===== config.mk =====
export PLATFORM = sky130hd
export DESIGN_NAME = port_rx_sink
export DESIGN_NICKNAME = d
export VERILOG_FILES = /design/src/rtl/port_rx_sink.sv
export SDC_FILE = /design/constraint.sdc
export NUM_CORES = 1
export LEC_CHECK = 0
export ABC_AREA = 1
export CAP_MARGIN = 25
export CORE_ASPECT_RATIO = 1.5
export CORE_UTILIZATION = 51
export CTS_BUF_LIST = sky130_fd_sc_hd__clkbuf_8
export DETAILED_ROUTE_END_ITERATION = 12
export GPL_ROUTABILITY_DRIVEN = 0
export GPL_TIMING_DRIVEN = 0
export PLACE_DENSITY = 0.81
export SLEW_MARGIN = 10
export SYNTH_ARGS = -nofsm -noshare
export SYNTH_HDL_FRONTEND = slang
export SYNTH_SLANG_ARGS = --single-unit

===== constraint.sdc =====
create_clock -name clk -period 5.9 [get_ports clk]
set_input_delay 0.885 -clock clk [delete_from_list [all_inputs] [get_ports clk]]
set_output_delay 0.885 -clock clk [all_outputs]
set_load 0.02 [all_outputs]

===== src/rtl/port_rx_sink.sv =====
// rtl/port_rx_sink.sv - receive sink for one switch output port with framing, length and destination checks
module port_rx_sink #(
  parameter int PORT_ID        = 0,
  parameter int data_width     = 64,
  parameter int priority_width = 3,
  parameter int len_width      = 10,
  parameter int hold_width     = 4
) (
  input  logic                      clk,
  input  logic                      rst,
  input  logic                      rd_sop,
  input  logic                      rd_vld,
  input  logic [data_width-1:0]     rd_data,
  input  logic                      rd_eop,
  input  logic [hold_width-1:0]     hold_cycles,
  output logic                      ready,
  output logic                      pkt_done,
  output logic [priority_width-1:0] pkt_prio,
  output logic [len_width-1:0]      pkt_len,
  output logic [15:0]               pkt_cnt,
  output logic [31:0]               beat_cnt,
  output logic [7:0]                err_cnt,
  output logic [2:0]                err_code
);

  typedef enum logic [1:0] {S_IDLE, S_HDR, S_BODY, S_GAP} state_t;

  localparam logic [3:0] PORT_ID_L = PORT_ID[3:0];

  state_t                    state_q, state_d;
  logic [len_width-1:0]      rem_q, rem_d;
  logic                      ovf_q, ovf_d;
  logic                      bad_q, bad_d;
  logic [priority_width-1:0] hprio_q, hprio_d;
  logic [len_width-1:0]      hlen_q, hlen_d;
  logic [hold_width-1:0]     gap_q, gap_d;

  logic                      ready_q;
  logic                      done_q;
  logic [priority_width-1:0] prio_q, prio_d;
  logic [len_width-1:0]      len_q, len_d;
  logic [15:0]               pkt_cnt_q, pkt_cnt_d;
  logic [31:0]               beat_cnt_q, beat_cnt_d;
  logic [7:0]                err_cnt_q, err_cnt_d;
  logic [2:0]                err_code_q, err_code_d;

  logic                      close;
  logic [7:1]                err_vec;
  logic [2:0]                err_num;
  logic [8:0]                err_sum;

  logic [3:0]                hdr_dest;
  logic [priority_width-1:0] hdr_prio;
  logic [len_width-1:0]      hdr_len;

  // Bits above the header fields are payload only; reduce them so every input bit has a reader.
  logic                      unused_data;
  assign unused_data = ^rd_data;

  assign hdr_dest = rd_data[3:0];
  assign hdr_prio = rd_data[4 +: priority_width];
  assign hdr_len  = rd_data[7 +: len_width];

  // Packet framing FSM: tracks header/body progress and raises one flag per error code.
  always_comb begin
    state_d = state_q;
    rem_d   = rem_q;
    ovf_d   = ovf_q;
    bad_d   = bad_q;
    hprio_d = hprio_q;
    hlen_d  = hlen_q;
    gap_d   = gap_q;
    close   = 1'b0;
    err_vec = '0;

    // A beat alongside a framing pulse is never part of the packet.
    if (rd_vld && (rd_sop || rd_eop)) err_vec[6] = 1'b1;

    case (state_q)
      S_IDLE: begin
        if (rd_sop) begin
          state_d = S_HDR;
          rem_d   = '0;
          ovf_d   = 1'b0;
          bad_d   = 1'b0;
          hprio_d = '0;
          hlen_d  = '0;
        end else begin
          if (rd_vld) err_vec[1] = 1'b1;
          if (rd_eop) err_vec[2] = 1'b1;
        end
      end
      S_HDR, S_BODY: begin
        if (rd_sop) begin
          // Abandon the partial packet silently and treat this sop as a fresh start.
          err_vec[7] = 1'b1;
          state_d    = S_HDR;
          rem_d      = '0;
          ovf_d      = 1'b0;
          bad_d      = 1'b0;
          hprio_d    = '0;
          hlen_d     = '0;
        end else if (state_q == S_HDR) begin
          if (rd_eop) begin
            err_vec[4] = 1'b1;
            close      = 1'b1;
            state_d    = S_GAP;
          end else if (rd_vld) begin
            hprio_d = hdr_prio;
            hlen_d  = hdr_len;
            rem_d   = hdr_len;
            state_d = S_BODY;
            if (hdr_dest != PORT_ID_L) begin
              err_vec[3] = 1'b1;
              bad_d      = 1'b1;
            end
          end
        end else begin
          if (rd_eop) begin
            close   = 1'b1;
            state_d = S_GAP;
            if ((rem_q != '0) || ovf_q) err_vec[5] = 1'b1;
          end else if (rd_vld) begin
            if (rem_q == '0) ovf_d = 1'b1;
            else             rem_d = rem_q - 1'b1;
          end
        end
      end
      S_GAP: begin
        if (gap_q == '0) state_d = S_IDLE;
        else             gap_d   = gap_q - 1'b1;
      end
      default: state_d = S_IDLE;
    endcase

    if (close) gap_d = hold_cycles;
  end

  // Status and counters: close snapshot, saturating error count, highest code wins per cycle.
  always_comb begin
    err_num    = '0;
    err_code_d = err_code_q;
    for (int k = 1; k <= 7; k++) begin
      if (err_vec[k]) begin
        err_num    = err_num + 3'd1;
        err_code_d = 3'(k);
      end
    end
    err_sum    = {1'b0, err_cnt_q} + {6'd0, err_num};
    err_cnt_d  = err_sum[8] ? 8'hFF : err_sum[7:0];
    beat_cnt_d = beat_cnt_q + {31'd0, rd_vld};
    pkt_cnt_d  = pkt_cnt_q;
    prio_d     = prio_q;
    len_d      = len_q;
    if (close) begin
      prio_d = hprio_q;
      len_d  = hlen_q;
      if (!bad_q && (err_vec == '0)) pkt_cnt_d = pkt_cnt_q + 16'd1;
    end
  end

  // State and output registers; ready mirrors the next state so it lags the state change by one cycle.
  always_ff @(posedge clk or posedge rst) begin
    if (rst) begin
      state_q    <= S_IDLE;
      rem_q      <= '0;
      ovf_q      <= 1'b0;
      bad_q      <= 1'b0;
      hprio_q    <= '0;
      hlen_q     <= '0;
      gap_q      <= '0;
      ready_q    <= 1'b0;
      done_q     <= 1'b0;
      prio_q     <= '0;
      len_q      <= '0;
      pkt_cnt_q  <= '0;
      beat_cnt_q <= '0;
      err_cnt_q  <= '0;
      err_code_q <= '0;
    end else begin
      state_q    <= state_d;
      rem_q      <= rem_d;
      ovf_q      <= ovf_d;
      bad_q      <= bad_d;
      hprio_q    <= hprio_d;
      hlen_q     <= hlen_d;
      gap_q      <= gap_d;
      ready_q    <= (state_d == S_IDLE);
      done_q     <= close;
      prio_q     <= prio_d;
      len_q      <= len_d;
      pkt_cnt_q  <= pkt_cnt_d;
      beat_cnt_q <= beat_cnt_d;
      err_cnt_q  <= err_cnt_d;
      err_code_q <= err_code_d;
    end
  end

  assign ready    = ready_q;
  assign pkt_done = done_q;
  assign pkt_prio = prio_q;
  assign pkt_len  = len_q;
  assign pkt_cnt  = pkt_cnt_q;
  assign beat_cnt = beat_cnt_q;
  assign err_cnt  = err_cnt_q;
  assign err_code = err_code_q;

endmodule


* After elaboration in Yosys (flattened, before gate mapping)
Cells that the tools add are included.
** Word-level totals
- Memories kept :: 0
- Bits in latches :: 0
- Bits in writable memories :: 0
- Word-level logic and storage cells :: 135
- Memory bits (read-only) :: 0
- Output and inout port bits :: 74
- Input bits :: 73
- Register bits :: 105
** Operators by class
- Divide/modulo/power cells :: 0
- Mux-type cells :: 75
- Reduce and logical (&&, ||, !) cells :: 22
- $mul :: 0
- $lt $le $gt $ge :: 0
- Shift operators :: 0
- Equality and inequality tests :: 12
- Add/subtract/negate cells :: 11
- Bitwise logic cells :: 0
** Operator list (number)
- $mux W10 :: 10
- $mux W3 :: 20
- $pmux W10 S2 :: 2
- $add A32 B1 Y32 :: 1
- $mux W1 :: 25
- $mux W2 :: 10
- $add A3 B1 Y3 const B :: 6
- $ne A3 B3 Y1 const B :: 6
- $add A16 B1 Y16 const B :: 1
- $mux W4 :: 3
- $reduce_and A6 Y1 :: 2
- $logic_not A10 Y1 :: 1
- $reduce_and A5 Y1 :: 2
- $reduce_bool A10 Y1 :: 1
- $sub A10 B1 Y10 const B :: 1
- $add A8 B3 Y9 :: 1
- $mux W8 :: 1
- $logic_not A7 Y1 :: 1
- $reduce_bool A7 Y1 :: 1
- $pmux W2 S3 :: 1
- $pmux W3 S2 :: 1
- $eq A2 B2 Y1 const B :: 2
- $logic_not A2 Y1 :: 2
- $logic_not A4 Y1 :: 1
- 12 further kinds :: 18

* Longest topological paths before layout
- Word-level depth :: 18
- Gate-level depth with buffers :: 30
- Mapped depth without buffers :: 30

* Worst setup path before layout
OpenSTA, ideal clock, no wires.
- Kind :: input-to-reg
- From :: input port rd_sop
- To :: register err_cnt_q[7] (netlist: err_cnt[7])
- Slack :: 1.343 ns
- Setup time :: 0.120 ns
- Cell stages on the path :: 26
- Buffers on the path :: 0
- Arrival time :: 4.438 ns
- Required time :: 5.780 ns
- Path through :: inv_2 -> nand2_1 -> nor2_1 -> inv_1 -> ha_1 -> nand4_1 -> nand3_2 -> xor2_1 -> inv_1 -> ha_1 -> or2_0 -> nand2_1 -> nand2_1 -> nand3_2 -> nand2_1 -> ha_1 -> a211oi_1 -> o21bai_1 -> nand2_1 -> ha_1 -> nand3_1 -> and2_1 -> nor4_1 -> nand3_1 -> o21ai_0 -> inv_1
** Between the ends
- Cells in the longest elaborated chain, start to end :: 17
- Elaborated cells between the ends (all ways) :: 24
- Classes of those cells :: 7 x add/sub; 15 x mux; 2 x reduce/logical
** RTL lines
- from (decl) :: RTL line 11 : input logic rd_sop,
- $mux W2 :: RTL line 81 : if (rd_sop) begin
- $mux W2 :: RTL line 79 : case (state_q)
- $mux W1 :: RTL line 144 : if (err_vec[k]) begin
- $add A3 B1 Y3 :: RTL line 145 : err_num = err_num + 3'd1;
- $mux W3 :: RTL line 144
- $add A3 B1 Y3 :: RTL line 145
- $mux W3 :: RTL line 144
- $add A3 B1 Y3 :: RTL line 145
- [2 not listed]
- $mux W3 :: RTL line 144
- $add A3 B1 Y3 :: RTL line 145
- $mux W3 :: RTL line 144
- $add A3 B1 Y3 :: RTL line 145
- $mux W3 (*) :: RTL line 144
- $add A8 B3 Y9 (*) :: RTL line 149 : err_sum = {1'b0, err_cnt_q} + {6'd0, err_num};
- $mux W8 (*) :: RTL line 150 : err_cnt_d = err_sum[8] ? 8'hFF : err_sum[7:0];
- net err_cnt_d[7] :: RTL line 44 : logic [7:0] err_cnt_q, err_cnt_d;
- to (signal assigned) :: RTL line 194 : err_cnt_q <= err_cnt_d;
- to (decl) :: RTL line 44
Mark *: on every way through the listed nets, which the timed path passes. The rest lies on a longest branch.
A chain may end at the register's enable or synchronous reset.

* Worst setup path in the final report
- From :: input port rd_sop
- To :: register err_cnt_q[2] (netlist: err_cnt[2])
The elaborated chain is that of the path after synthesis.

==> results.cfg <==
[detailed_routing]
viasPerCell = 5.236
routed-via-count = 4938
finalWirelength_mm = 13.10
remaining_drc_errors = 2
avgRoutedWirePerCell_um = 13.90
ant_nets = 0
drtPass1Iterations = 8
drt_iter0_drc = 167

[placed_design]
place_area_um2 = 6937
dpl.hpwl_mm = 10.23
io_buffers = 99
dp_slack_ns = 0.1601

[setup_path]
start_kind = input port
cp-end-kind = register
worstPathArrival_ns = 5.65
reg2reg_from = state_q[0]
path_max_fanout = 7
cp_data_required_time_ns = 6.18
worstSetupPathType = input port to register
slowest_delay_ns = 0.50
path_common_cell = nand2_1
startpoint = rd_sop
crit_slowest_cell = clkdlybuf4s50_1

[clock_tree]
ctsHoldBuffers = 0
cts-htree-levels = 3
cts_tree = yes
cts_num_sinks = 105
cts_resized = 0
post-cts-setup-buffer-count = 0
clock_path_buffers = 2
clock_latency_ns = 0.37
cts_made_buffers = 9
root_buffer = clkbuf_8
clk_transition_reported_paths_ns = 0.11

[timing]
rsz0062_at_grt = no
fin_crit_sh_pct = 91.02
fin_ws_ns = 0.5299
finalHoldViolations = 0
max_freq_mhz = 186.2
finClkSkew_ns = 0.01500
worstMarginPinSlew_ns = 0.5555
maxSlewHeadroom_pct = 62.62
timing.hold.ws_ns = 0.4946
post-route-min-period_ns = 5.370
slew_viol_final = 0
setup_tns_ns = 0
final-setup-viol-count = 0

[power]
power_frac_comb_pct = 53.7
pwr-share-seq_pct = 32.2
p_sw_mw = 1.532
ir_worst_vdd_mv = 0.3186
p_int_mw = 1.859
leakagePower_nw = 3.393
clkPwrFrac_pct = 14.1
swShare_pct = 45.17
power_density_nw_per_um2 = 473.9

[global_route]
antenna_found_initial = 0
grt_pass1_vias = 4942
grt_overflow = 0
grtUsageTotal_pct = 23.62
grt_max_degree = 66
grt_first_pass_wirelength_mm = 21.84

[cells_and_area]
multiInputGateArea_um2 = 2688
area_delta_synth_final_pct = 24.84
diodes = 0
fin_area_um2 = 7156
fill_cells = 937
regArea_um2 = 2628
final_core_util_pct = 65.07
drive_gt1_share_pct = 7.663
nNetsFinal = 884

[die]
die_h_um = 131.8
core_um2 = 11000
die_w_um = 88.56
dieArea_um2 = 11680
start_util_pct = 52.12
rows = 47
ios = 147

[synth]
yosysTopAreaCell = dfrtp_1
syn_area_per_cell_um2 = 8.429
synthCells = 680
postSynth.asyncResetShare_pct = 100.0
ys_types = 48
mappedNetlistArea_um2 = 5732
yosysMostFrequentCell = nand2_1
ys.flop_type = dfrtp_1
synth_edf_count = 0
synthTopCellsByCount = 139 x nand2_1, 105 x dfrtp_1, 92 x inv_1, 64 x nor2_1, 51 x nand3_1
ys_ff_latch = 105
synth_top_area_share_pct = 45.84
syn-num-nets = 773
yosysWarnings = 0
synthTopCellsByArea = dfrtp_1 46%, nand2_1 9.1%, inv_1 6.0%
ys_seq_area_share_pct = 45.84

[status]
status = complete, but fails checks
violations = design-rule violations

[hold_path]
min_path_type = register to register
hp-start = beat_cnt[31]

[job]
drv_cap = 0
path summary, 6_finish.rpt:
kind	endpoint	slack [ns]	depth (start not counted)
max	err_cnt[2]	0.53	27
min	beat_cnt[31]	0.49	1
max reg2reg	err_cnt[2]	0.99	27
min reg2reg	beat_cnt[31]	0.49	1
max in group asynchronous	state_q[1]	4.31	3
min in group asynchronous	beat_cnt[26]	0.90	2
metal layers:
| layer | global-route usage [%] | vias to the layer above | part of all wire (%) |
|---|---|---|---|
| li1 | - | 2420 | - |
| met2 | 42.09 | 126 | 53 |
| met5 | 0 | - | 0 |
| met4 | 10.66 | 0 | 2.8 |
| met1 | 26.31 | 2363 | 39 |
| met3 | 4.759 | 29 | 4.9 |
area by class of cell:
class                   count  area share (%)
repair buffers            100           14.23
flip-flops and latches    105           36.72
clock inverters             6           1.137
plain buffers               9          0.6120
well taps                 147           2.570
clock buffers              10           1.923
multi-input cells         468           37.56
inverters                  98           5.246
state kept, by name, indices dropped and copies added (netlist names):
signal and flops:
bad_q 1, beat_cnt 32, err_cnt 8, err_code 3, gap_q 4, hlen_q 10
hprio_q 3, ovf_q 1, pkt_cnt 16, pkt_done 1, pkt_len 10, pkt_prio 3
ready 1, rem_q 10, state_q 2
per-stage QoR:
step | power, mW | std cells
6_report | 3.391 | 943
3_5_place_dp | 2.924 | 927
3_3_place_gp | 2.839 | 926
2_1_floorplan | 2.315 | 680
4_1_cts | 3.407 | 943
5_1_grt | 3.647 | 943
worst max-delay path, delay by kind of cell:
family / cells / cell delay [ns]
adders and majority gates: 4 / 1.17
buffers and inverters: 5 / 0.88
and+or+nand+nor: 14 / 1.96
AOI/OAI and AO/OA: 3 / 0.56
xor gates and xnor gates: 1 / 0.20
cells by family (layout without fill, tap and decap cells):
| family | count (synthesis) | count (layout) | share of synthesized area [%] |
|---|---|---|---|
| simple gates | 312 | 312 | 25.32 |
| buf+inv | 107 | 223 | 7.269 |
| flops | 105 | 105 | 45.84 |
| compound gates | 88 | 88 | 9.736 |
| xor+xnor | 48 | 48 | 7.335 |
| fa+ha+maj | 20 | 20 | 4.497 |
cells in the final DEF (no fill, tap or decap), types with 3 or more instances in the layout:
cell	n
a21oi_1	7
a22oi_1	4
a31oi_1	3
a32o_1	3
clkbuf_1	6
clkbuf_8	10
clkdlybuf4s50_1	99
dfrtp_1	105
ha_1	19
inv_1	91
inv_2	4
inv_4	3
inv_6	3
nand2_1	139
nand2_2	5
nand2_4	3
nand3_1	51
nand3_2	4
nand4_1	12
nor2_1	64
nor2_2	3
nor3_1	13
nor4_1	6
o21ai_0	50
o21ai_2	5
o22ai_2	5
xnor2_1	13
xor2_1	35
power groups by stage:
stage / sequential [mW] / clock [mW] / combinational [mW]
final: 1.09 / 0.478 / 1.82
after floorplan: 1.25 / 0 / 1.07
after CTS: 1.09 / 0.489 / 1.83
after global placement: 1.09 / 0 / 1.75
after detailed placement: 1.10 / 0 / 1.82
after global routing: 1.11 / 0.514 / 2.02
(Power assumes the default switching activity.)
